===== config.mk =====
export PLATFORM = sky130hd
export DESIGN_NAME = road_scheduler
export DESIGN_NICKNAME = d
export VERILOG_FILES = /design/src/rtl/road_pkg.sv /design/src/rtl/road_map_ram.sv /design/src/rtl/road_scheduler.sv
export SDC_FILE = /design/constraint.sdc
export NUM_CORES = 1
export LEC_CHECK = 0
export CORE_AREA = 2 2 160 162
export DETAILED_ROUTE_END_ITERATION = 12
export DIE_AREA = 0 0 162 164
export PLACE_DENSITY = 0.65
export SLEW_MARGIN = 25
export SYNTH_ARGS = -nofsm -noshare
export SYNTH_HDL_FRONTEND = slang
export SYNTH_SLANG_ARGS = --single-unit

===== constraint.sdc =====
create_clock -name clk -period 2.6 [get_ports clk]
set_input_delay 0.26 -clock clk [delete_from_list [all_inputs] [get_ports clk]]
set_output_delay 0.26 -clock clk [all_outputs]
set_load 0.005 [all_outputs]

===== src/rtl/road_pkg.sv =====
// road_pkg - shared constants for the road scheduler: FSM encoding, map entry field positions, tile geometry.
package road_pkg;

  localparam logic [2:0] ST_IDLE  = 3'd0;
  localparam logic [2:0] ST_FETCH = 3'd1;
  localparam logic [2:0] ST_LOAD  = 3'd2;
  localparam logic [2:0] ST_DRAW  = 3'd3;
  localparam logic [2:0] ST_DONE  = 3'd4;

  localparam int TILE_W = 16;
  localparam int BAND_H = 32;

  // Map entry layout: {sprite[1:0], col[4:0], width[4:0], curve[2:0], sym}
  localparam int F_SPR_HI = 15;
  localparam int F_SPR_LO = 14;
  localparam int F_COL_HI = 13;
  localparam int F_COL_LO = 9;
  localparam int F_WID_HI = 8;
  localparam int F_WID_LO = 4;
  localparam int F_CRV_HI = 3;
  localparam int F_CRV_LO = 1;
  localparam int F_SYM    = 0;

endpackage


===== src/rtl/road_map_ram.sv =====
// road_map_ram - 2**ROW_BITS x 16 road map; one write port, one registered read port (read-before-write).
module road_map_ram #(
  parameter int ROW_BITS = 4
) (
  input  logic                clk,
  input  logic                rst_n,
  input  logic                wr_en,
  input  logic [ROW_BITS-1:0] wr_addr,
  input  logic [15:0]         wr_data,
  input  logic [ROW_BITS-1:0] rd_addr,
  output logic [15:0]         rd_data
);

  logic [15:0] r_mem [2**ROW_BITS];

  always_ff @(posedge clk or negedge rst_n) begin
    if (!rst_n) begin
      for (int i = 0; i < 2**ROW_BITS; i++) r_mem[i] <= '0;
      rd_data <= '0;
    end else begin
      if (wr_en) r_mem[wr_addr] <= wr_data;
      rd_data <= r_mem[rd_addr];
    end
  end

endmodule


===== src/rtl/road_scheduler.sv =====
// road_scheduler - per-scanline tile sequencer for road_gen; scroll, map fetch, X stepping and mirroring.
// Optional ROAD_SCHED_CURVE_EN adds a per-line signed curve offset to the loaded X.
module road_scheduler
  import road_pkg::*;
#(
  parameter int ROW_BITS = 4,
  parameter int SPEED_W  = 4
) (
  input  logic                clk,
  input  logic                rst_n,
  input  logic                pix_en,
  input  logic                line_start,
  input  logic                frame_start,
  input  logic [8:0]          H_pos,
  input  logic [8:0]          V_pos,
  input  logic [SPEED_W-1:0]  speed,
  input  logic                wr_en,
  input  logic [ROW_BITS-1:0] wr_addr,
  input  logic [15:0]         wr_data,
  output logic [1:0]          sprite_number,
  output logic [8:0]          X,
  output logic [4:0]          Y,
  output logic                mirror,
  output logic                road_en
);

  logic [2:0]          r_state;
  logic [8:0]          r_scroll;
  logic [ROW_BITS-1:0] r_row;
  logic [2:0]          r_vsub;
  logic [1:0]          r_sprite;
  logic [8:0]          r_x;
  logic                r_mirror;
  logic                r_road_en;
  logic [4:0]          r_tiles_left;
  logic [4:0]          r_tile_idx;
  logic [4:0]          r_width;
  logic                r_sym;

  logic [15:0]         w_entry;
  logic [8:0]          w_vofs;
  logic [8:0]          w_col_x;
  logic [8:0]          w_load_x;
  logic [4:0]          w_width;
  logic [4:0]          w_next_idx;
  logic [8:0]          w_x_end;

  road_map_ram #(.ROW_BITS(ROW_BITS)) u_map (
    .clk     (clk),
    .rst_n   (rst_n),
    .wr_en   (wr_en),
    .wr_addr (wr_addr),
    .wr_data (wr_data),
    .rd_addr (r_row),
    .rd_data (w_entry)
  );

  assign w_vofs     = V_pos - r_scroll;
  assign w_col_x    = {w_entry[F_COL_HI:F_COL_LO], 4'b0000};
  assign w_width    = w_entry[F_WID_HI:F_WID_LO];
  assign w_next_idx = r_tile_idx + 5'd1;
  assign w_x_end    = r_x + 9'd15;

`ifdef ROAD_SCHED_CURVE_EN
  logic signed [8:0] w_curve_s;
  logic signed [8:0] w_curve_off;
  assign w_curve_s   = {{6{w_entry[F_CRV_HI]}}, w_entry[F_CRV_HI:F_CRV_LO]};
  assign w_curve_off = w_curve_s * $signed({6'b000000, r_vsub});
  assign w_load_x    = w_col_x + $unsigned(w_curve_off);
  logic w_unused;
  assign w_unused = ^w_vofs;
`else
  // Curve bits stay in the map but have no effect in this build.
  assign w_load_x = w_col_x;
  logic w_unused;
  assign w_unused = ^{w_entry[F_CRV_HI:F_CRV_LO], w_vofs, r_vsub};
`endif

  always_ff @(posedge clk or negedge rst_n) begin
    if (!rst_n) begin
      r_state      <= ST_IDLE;
      r_scroll     <= '0;
      r_row        <= '0;
      r_vsub       <= '0;
      r_sprite     <= '0;
      r_x          <= '0;
      r_mirror     <= 1'b0;
      r_road_en    <= 1'b0;
      r_tiles_left <= '0;
      r_tile_idx   <= '0;
      r_width      <= '0;
      r_sym        <= 1'b0;
    end else begin
      if (frame_start) r_scroll <= r_scroll + 9'(speed);
      // Row is captured with the pre-update scroll, so a coincident frame_start only affects later lines.
      if (line_start) begin
        r_state   <= ST_FETCH;
        r_row     <= w_vofs[4+ROW_BITS:5];
        r_vsub    <= w_vofs[4:2];
        r_road_en <= 1'b0;
      end else begin
        case (r_state)
          ST_FETCH: r_state <= ST_LOAD;
          ST_LOAD: begin
            r_sprite     <= w_entry[F_SPR_HI:F_SPR_LO];
            r_x          <= w_load_x;
            r_mirror     <= 1'b0;
            r_tiles_left <= w_width;
            r_tile_idx   <= '0;
            r_width      <= w_width;
            r_sym        <= w_entry[F_SYM];
            if (w_width == 5'd0) begin
              r_road_en <= 1'b0;
              r_state   <= ST_DONE;
            end else begin
              r_road_en <= 1'b1;
              r_state   <= ST_DRAW;
            end
          end
          ST_DRAW: begin
            if (pix_en && (H_pos == w_x_end)) begin
              if (r_tiles_left == 5'd1) begin
                r_road_en <= 1'b0;
                r_state   <= ST_DONE;
              end else begin
                r_x          <= r_x + 9'(TILE_W);
                r_tiles_left <= r_tiles_left - 5'd1;
                r_tile_idx   <= w_next_idx;
                if (r_sym) r_mirror <= (w_next_idx >= (r_width >> 1));
              end
            end
          end
          default: ;
        endcase
      end
    end
  end

  assign sprite_number = r_sprite;
  assign X             = r_x;
  assign Y             = r_scroll[4:0];
  assign mirror        = r_mirror;
  assign road_en       = r_road_en;

endmodule


Yosys cells after proc, flatten, opt, wreduce, memory -nomap -nowiden

Cells that the tools add are included.

Add/subtract/negate cells: 6
Reduce and logical (&&, ||, !) cells: 11
Equality and inequality tests: 10
$lt $le $gt $ge: 4
Muxes and demuxes: 29
Bitwise operators: 3

Operators with widths:

| operator                                                        | number |
|---|---|
| 256-bit bitwise mux                                             | 1 |
| 16-bit binary-select mux with 4-bit select                      | 1 |
| 16-bit demux with 4-bit select                                  | 1 |
| 16-bit two-way mux                                              | 3 |
| 5-bit two-way mux                                               | 4 |
| 5-bit one-hot mux with 2 select lines                           | 2 |
| 9-bit two-way mux                                               | 2 |
| 9-bit one-hot mux with 2 select lines                           | 1 |
| 3-bit two-way mux                                               | 4 |
| 5-bit >= comparator, second input constant                      | 2 |
| 4-bit NOT with 5-bit output                                     | 2 |
| 9-bit by 4-bit adder with 9-bit output                          | 1 |
| 9-bit by 4-bit adder with 9-bit output, second input constant   | 1 |
| 9-bit by 5-bit adder with 9-bit output, second input constant   | 1 |
| 9-bit == test                                                   | 1 |
| 3-bit one-hot mux with 3 select lines                           | 1 |
| 9-bit subtractor                                                | 1 |
| 1-bit two-way mux                                               | 7 |
| 3-bit by 2-bit == test with 1-bit output, second input constant | 2 |
| 2-bit != test, second input constant                            | 3 |
| 3-bit != test, second input constant                            | 2 |
| 3-bit AND reduction                                             | 2 |
| 5-bit by 1-bit adder with 5-bit output, second input constant   | 1 |
| 5-bit by 1-bit == test with 1-bit output, second input constant | 1 |
| other kinds (14)                                                | 16 |

Logic and storage cells: 91
Output and inout port bits: 18
Bits in registers: 317

Longest topological paths before layout

Gate-level depths: netlist of run 1.

Word-level depth: 6
Mapped depth: 8
Gate-level depth less buffers: 8

Cells and area by module

Synthesis of run 1 repeated with hierarchy kept, for this count alone.

Cell total of the unflattened synthesis: 1001
Area total of the unflattened synthesis: 14542.7 sq um

Modules (own cells, without submodules):

| module         | times used | seq. area each (sq um) | cells each | area each (sq um) |
|---|---|---|---|---|
| road_map_ram   | 1          | 6806.5                 | 725        | 11922.7 |
| road_scheduler | 1          | 1001.0                 | 276        | 2620.0 |

Worst setup path after synthesis of run 1

No wires, ideal clock.

Kind: flip-flop to flip-flop
Start: reg r_row[1]
End: reg u_map.rd_data[0]
Data required time: 2.462 ns
Arrival time: 1.681 ns
Slack: 0.780 ns
Path buffers: 2
Setup time: 0.138 ns
Cell stages (with the launch flop): 5
Cells stage by stage: dfrtp_1 > clkbuf_1 > clkbuf_1 > mux4_2 > mux4_2

Longest elaborated chain between the ends: 4

Ends and longest elaborated chain:

| item                                                  | line                 | source |
|---|---|---|
| start: declaration                                    | road_scheduler.sv:29 | `logic [ROW_BITS-1:0] r_row;` |
| start signal: assignment                              | road_scheduler.sv:98 | `r_row <= w_vofs[4+ROW_BITS:5];` |
| 4-bit NOT with 5-bit output (implied by the code)     | road_map_ram.sv:22   | `rd_data <= r_mem[rd_addr];` |
| 16-bit binary-select mux with 4-bit select            | road_map_ram.sv:22   |  |
| 16-bit two-way mux (implied by the code) (2 in a row) | road_map_ram.sv:22   |  |
| end signal: assignment                                | road_map_ram.sv:22   |  |
| end: declaration                                      | road_map_ram.sv:11   | `output logic [15:0] rd_data` |

No other way between the ends. The select of a mux whose other input is x is not followed.
A chain may end at the register's enable or synchronous reset.

Worst setup path in the final report of run 1

Start: reg r_x[6], in the netlist X[6]
End: reg r_x[7], in the netlist X[7]

Longest elaborated chain between the ends: 5
Elaborated cells on any way between the ends: 9
Those cells by class: 2 x add/sub; 2 x eq/ne; 3 x mux; 2 x reduce/logical

Ends and longest elaborated chain:

| item                                   | line                  | source |
|---|---|---|
| start: declaration                     | road_scheduler.sv:32  | `logic [8:0] r_x;` |
| start signal: assignment               | road_scheduler.sv:106 | `r_x <= w_load_x;` |
| start signal: assignment               | road_scheduler.sv:126 | `r_x <= r_x + 9'(TILE_W);` |
| 9-bit by 4-bit adder with 9-bit output | road_scheduler.sv:62  | `assign w_x_end = r_x + 9'd15;` |
| 9-bit == test                          | road_scheduler.sv:121 | `if (pix_en && (H_pos == w_x_end)) begin` |
| 1-bit logical AND                      | road_scheduler.sv:121 |  |
| 2-bit != test (no source line)         | --                    |  |
| 4-bit AND reduction (no source line)   | --                    |  |

Several ways; a longest one is shown, not always the timed one. The select of a mux whose other input is x is not followed.

==> reports/metrics.csv, run 1 <==
metric,value,unit
num_vias,7385,
p_total,14.5,mW
syn_inst,841,
numCtsBuffers,28,
totalWireLength,28.4,mm
fmaxAchievable,0.467,GHz
syn_area,12300,um2
post-place-ws,309,ps
cp_max_fo,11,
dp.cells,1211,
relSlewSlack,60.6,%
placed_area,13400,um2
end_kind,register,
dieHeight,164,um
ctsResizeCount,0,
port_buffers,58,
ys_types,57,
h-tree-depth,1,
outcome,"complete, no violations",
setup_viol,0,
final_util,57.6,%
yosysWarnings,0,
synth_top_cell_area_share,53.2,%
tightest_slew,588,ps
min_period_over_period,82.4,%
fillCellCount,1944,
synth-async-reset-ratio,100,%
clockRootBuffer,clkbuf_16,
drive_gt1_share,40.2,%
seqCellArea,6540,um2
core_area,24800,um2
clockBufferDepth,3,
grt_setup_unrepaired,no,
vdd_drop_max,0.559,mV
synth_ff_type,dfrtp_1,
grt_usage,22.2,%
path_clk_slew,60,ps
hold_ws,277,ps
fin_skew,15.1,ps
postCtsSetupBuffers,0,
dp_hpwl,18.4,mm
powerDensity,1020,nW/um2
drt-pass1-iter-count,4,
start_kind,register,
final_nets,980,
multi_input_area,5350,um2
ys_ff_latch,261,
synth_edf_count,0,
grt_pass1_vias,8006,
antenna_found_initial,1,
path_class,register to register,
drc,0,
synth_area_leaders,"dfrtp_1, mux2_2, mux4_2",
grt_start_max_net_pins,81,
cts.sinks,261,
cp.required,3020,ps
holdCritPathClass,input port to async pin,
maxCapViolations,0,
worstSkewPairLatency,530,ps
start_util,49.5,%
grt_pass1_wl,45.0,mm
die_w,162,um
syn-mean-instance-area,14.6,um2
syn_to_final_growth,16.4,%
worstPathArrival,2570,ps
maxSlewViolCount,0,
leakagePower,6.10,nW
routedWlPerCell,22.5,um
die-area,26600,um2
cts_tree,yes,
grt_overflow_total,0,
fin_area,14300,um2
post-route-min-period,2140,ps
drt_iter0_drc,387,
gp_congestion,0.835,
final-hold-violation-count,0,
synth_top_cell_by_area,dfrtp_1,
final.setup.tns,0,ps
vias_per_cell,5.85,
synth_seq_area_share,53.2,%
io_pins,66,
fin_ws,457,ps
fp-row-count,58,
regToRegSetupSlack,460,ps
ant_nets,0,
final_cell_count_no_fill,1262,
## cells in the final DEF, fill, tap and decap left out, types with 3 or more instances in the layout
master / instances
o22a_1: 3
clkbuf_8: 8
nand3_1: 10
xor2_1: 8
xnor2_1: 8
buf_12: 7
nand2b_1: 9
clkbuf_16: 29
nand2_1: 20
nor3_1: 3
o22ai_1: 4
a31oi_1: 7
inv_1: 24
nor2_1: 22
mux4_2: 65
o21ai_0: 26
clkdlybuf4s50_1: 57
mux2_2: 214
o311ai_1: 3
nor2b_1: 6
clkbuf_1: 7
conb_1: 4
and3_1: 3
buf_4: 35
clkinv_2: 4
a21oi_1: 13
nand4_1: 8
dfrtp_1: 259
ha_1: 19
## flip-flops by register name (all words and copies together), names as in the netlist
name and count:
u_map.rd_data 13, road_en 1, u_map.r_mem 208, r_sym 1, r_state 3, X 5, r_width 4, sprite_number 2
r_tiles_left 5, r_tile_idx 5, mirror 1, r_scroll 9, r_row 4
## where the power goes
part	total, mW	internal [mW]	switching (mW)
clock network	3.90	2.35	1.55
logic	4.69	2.70	1.99
registers	5.93	5.18	0.749
## repair_timing
item,CTS,global route
hold endpoints to repair,60,0
setup endpoints to repair,0,0
hold buffers,1,0
## critical path, stage by stage, from the launching register on
cell and delay (ps):
dfrtp_1 500, xor2_1 220, nor4_2 280, buf_4 220, and3_1 380, nand4_4 150
o311ai_1 290
## kinds of logic (layout without fill, tap and decap cells)
logic type,Yosys count,count (layout),synth area share [%]
other,1,5,0.0305
adders and majority gates,20,20,2.10
and+or+nand+nor,100,100,4.55
muxes,279,279,31.5
AOI/OAI and AO/OA,77,77,4.07
buffers and inverters,87,174,3.40
DFF,261,261,53.2
xor gates and xnor gates,16,16,1.14
## layer usage
metal	vias up	global-route usage [%]	wire length, um
li1	3244	-	-
met1	3917	28.0	11600
met2	172	39.5	14800
met3	52	3.64	1210
met4	0	7.24	764
met5	-	0	0
## cells in the mapped netlist (all sizes together) (8+ instances only)
cell / instances
nor2: 23
xnor2: 8
mux2: 214
inv: 24
nand4: 10
clkbuf: 24
a21oi: 13
dfrtp: 261
buf: 39
xor2: 8
nand2: 20
nand3: 10
ha: 19
nand2b: 9
o21ai: 26
mux4: 65
## area by class of cell
class	count	share of cell area, %
diodes	1	0.0175
flip-flops and latches	261	45.7
multi-input cells	496	37.4
clock inverters	5	0.350
well taps	330	2.89
clock buffers	44	6.03
repair buffers	101	6.98
inverters	24	0.630
## final timing paths
| check | to | start | cells past startpoint |
|---|---|---|---|
| setup / recovery | X[7]$_DFFE_PN0P_ | X[6]$_DFFE_PN0P_ | 6 |
| hold / removal | r_tile_idx[1]$_DFFE_PN0P_ | rst_n | 2 |
| setup reg to reg | X[7]$_DFFE_PN0P_ | X[6]$_DFFE_PN0P_ | 6 |
| hold reg to reg | sprite_number[1]$_DFFE_PN0P_ | u_map.rd_data[15]$_DFF_PN0_ | 1 |
| max in group asynchronous | u_map.r_mem[42]$_DFFE_PN0P_ | rst_n | 3 |
| min in group clk | r_scroll[0]$_DFFE_PN0P_ | speed[0] | 3 |
Note: power is estimated with default switching activity, not from simulation.
==> run 2, diff against run 1 <==
==> constraint.sdc (replaced) <==
create_clock -name clk -period 2.1 [get_ports clk]
set_input_delay 0.21 -clock clk [delete_from_list [all_inputs] [get_ports clk]]
set_output_delay 0.21 -clock clk [all_outputs]
set_load 0.005 [all_outputs]
==> reports/metrics.csv, run 2 (synthesized netlist as in run 1, its figures left out) <==
metric,value,unit
clockBufferDepth,3,
gp_congestion,0.815,
num_vias,7462,
final.setup.tns,0,ps
totalWireLength,28.2,mm
grt_pass1_wl,46.1,mm
worstPathArrival,2350,ps
cp_max_fo,8,
final_nets,1002,
min_period_over_period,93.4,%
cts_tree,yes,
power_switching,5.39,mW
pwr-share-clk,27.7,%
dp_hpwl,18.9,mm
dp.cells,1232,
worstSkewPairLatency,550,ps
tightest_slew,587,ps
seq_power_share,39.8,%
clockRootBuffer,clkbuf_16,
drt_iter0_drc,412,
final-hold-violation-count,0,
vias_per_cell,5.82,
fp-row-count,58,
final_cell_count_no_fill,1283,
core_area,24800,um2
routedWlPerCell,22.0,um
largest_reg_flops,208,
grt_start_max_net_pins,69,
port_buffers,58,
grt_setup_unrepaired,no,
grt_pass1_vias,8259,
post-route-min-period,1960,ps
syn_to_final_growth,18.5,%
maxSlewViolCount,0,
setup_viol,0,
final_util,58.7,%
start_kind,register,
die-area,26600,um2
cp.required,2490,ps
io_pins,66,
fmaxAchievable,0.510,GHz
internal_power,13.0,mW
postCtsSetupBuffers,0,
holdCritPathClass,input port to async pin,
antenna_cells,0,
path_clk_slew,60,ps
p_comb_share,32.5,%
drt-pass1-iter-count,4,
die_w,162,um
placed_area,13600,um2
top_regs,"u_map.r_mem: 208 flops, u_map.rd_data: 13 flops, r_scroll: 9 flops",
fillCellCount,1915,
ant_nets,0,
relSlewSlack,60.8,%
dieHeight,164,um
drc,0,
grt_overflow_total,0,
start_util,49.5,%
grt_usage,22.4,%
path_class,register to register,
powerDensity,1260,nW/um2
outcome,"complete, no violations",
maxCapViolations,0,
leakagePower,6.24,nW
fin_area,14600,um2
r2r_cells,3,
final_common_cell,dfrtp_1,
final_cell_mix,"dfrtp_1, mux2_2, mux4_2",
end_kind,register,
drive_gt1_share,42.1,%
vdd_drop_max,0.700,mV
regMostFlops,u_map.r_mem,
numCtsBuffers,29,
h-tree-depth,1,
cts.sinks,261,
sw_frac_of_total,29.3,%
antenna_found_initial,1,
fin_skew,26.5,ps
-- run 2: path summary, 6_finish.rpt --
kind / start / to / slack (ps)
min: rst_n / sprite_number[1]$_DFFE_PN0P_ / 220
min reg2reg: u_map.rd_data[0]$_DFF_PN0_ / r_sym$_DFFE_PN0P_ / 480
min in group clk: speed[0] / r_scroll[0]$_DFFE_PN0P_ / 410
max: r_row[0]$_DFFE_PN0P_ / u_map.rd_data[10]$_DFF_PN0_ / 140
max reg2reg: r_row[0]$_DFFE_PN0P_ / u_map.rd_data[10]$_DFF_PN0_ / 140
max in group asynchronous: rst_n / u_map.r_mem[206]$_DFFE_PN0P_ / 1120
-- run 2: layout make-up --
cell class | instances | area, um2 | share of cell area (%)
clock buffer | 38 | 790 | 5.42
tap | 330 | 413 | 2.84
clock inverter | 12 | 166 | 1.14
sequential | 261 | 6540 | 44.9
timing repair buffer | 122 | 1190 | 8.20
multi-input combinational | 496 | 5370 | 36.9
inverter | 24 | 90.1 | 0.619
-- run 2: critical path: stages, from the launching register on --
cell,delay (ps)
dfrtp_4,490
buf_4,240
mux4_2,530
mux4_2,540
-- run 2: through the flow --
step | hold WS, ps | setup slack [ps] | power (mW)
after floorplan | -85.6 | 280 | 11.4
after global placement | 207 | -61.0 | 13.1
after detailed placement | 211 | -114 | 13.4
after CTS | 255 | 37.8 | 18.5
after global routing | 271 | 4.09 | 19.4
final | 225 | 139 | 18.4
-- run 2: routing by layer --
layer,wire length (um),vias to the layer above,GRT usage [%]
met5,0,-,0
met4,618,0,5.71
met2,14400,151,39.3
met1,12400,3976,29.8
li1,-,3288,-
met3,864,47,2.65
-- run 2: what timing repair did --
| item | CTS | global route |
|---|---|---|
| gates resized for setup | 0 | 5 |
| hold endpoints to repair | 61 | 0 |
| hold buffers | 1 | 0 |
| setup endpoints to repair | 0 | 7 |
-- run 2: power by group through the flow --
stage               Combinational (mW)  Clock [mW]  Sequential [mW]
floorplan                         4.39           0             7.04
global placement                  5.83           0             7.24
detailed placement                6.00           0             7.37
CTS                               6.02        5.20             7.29
global route                      6.53        5.40             7.47
finish                            5.98        5.09             7.31
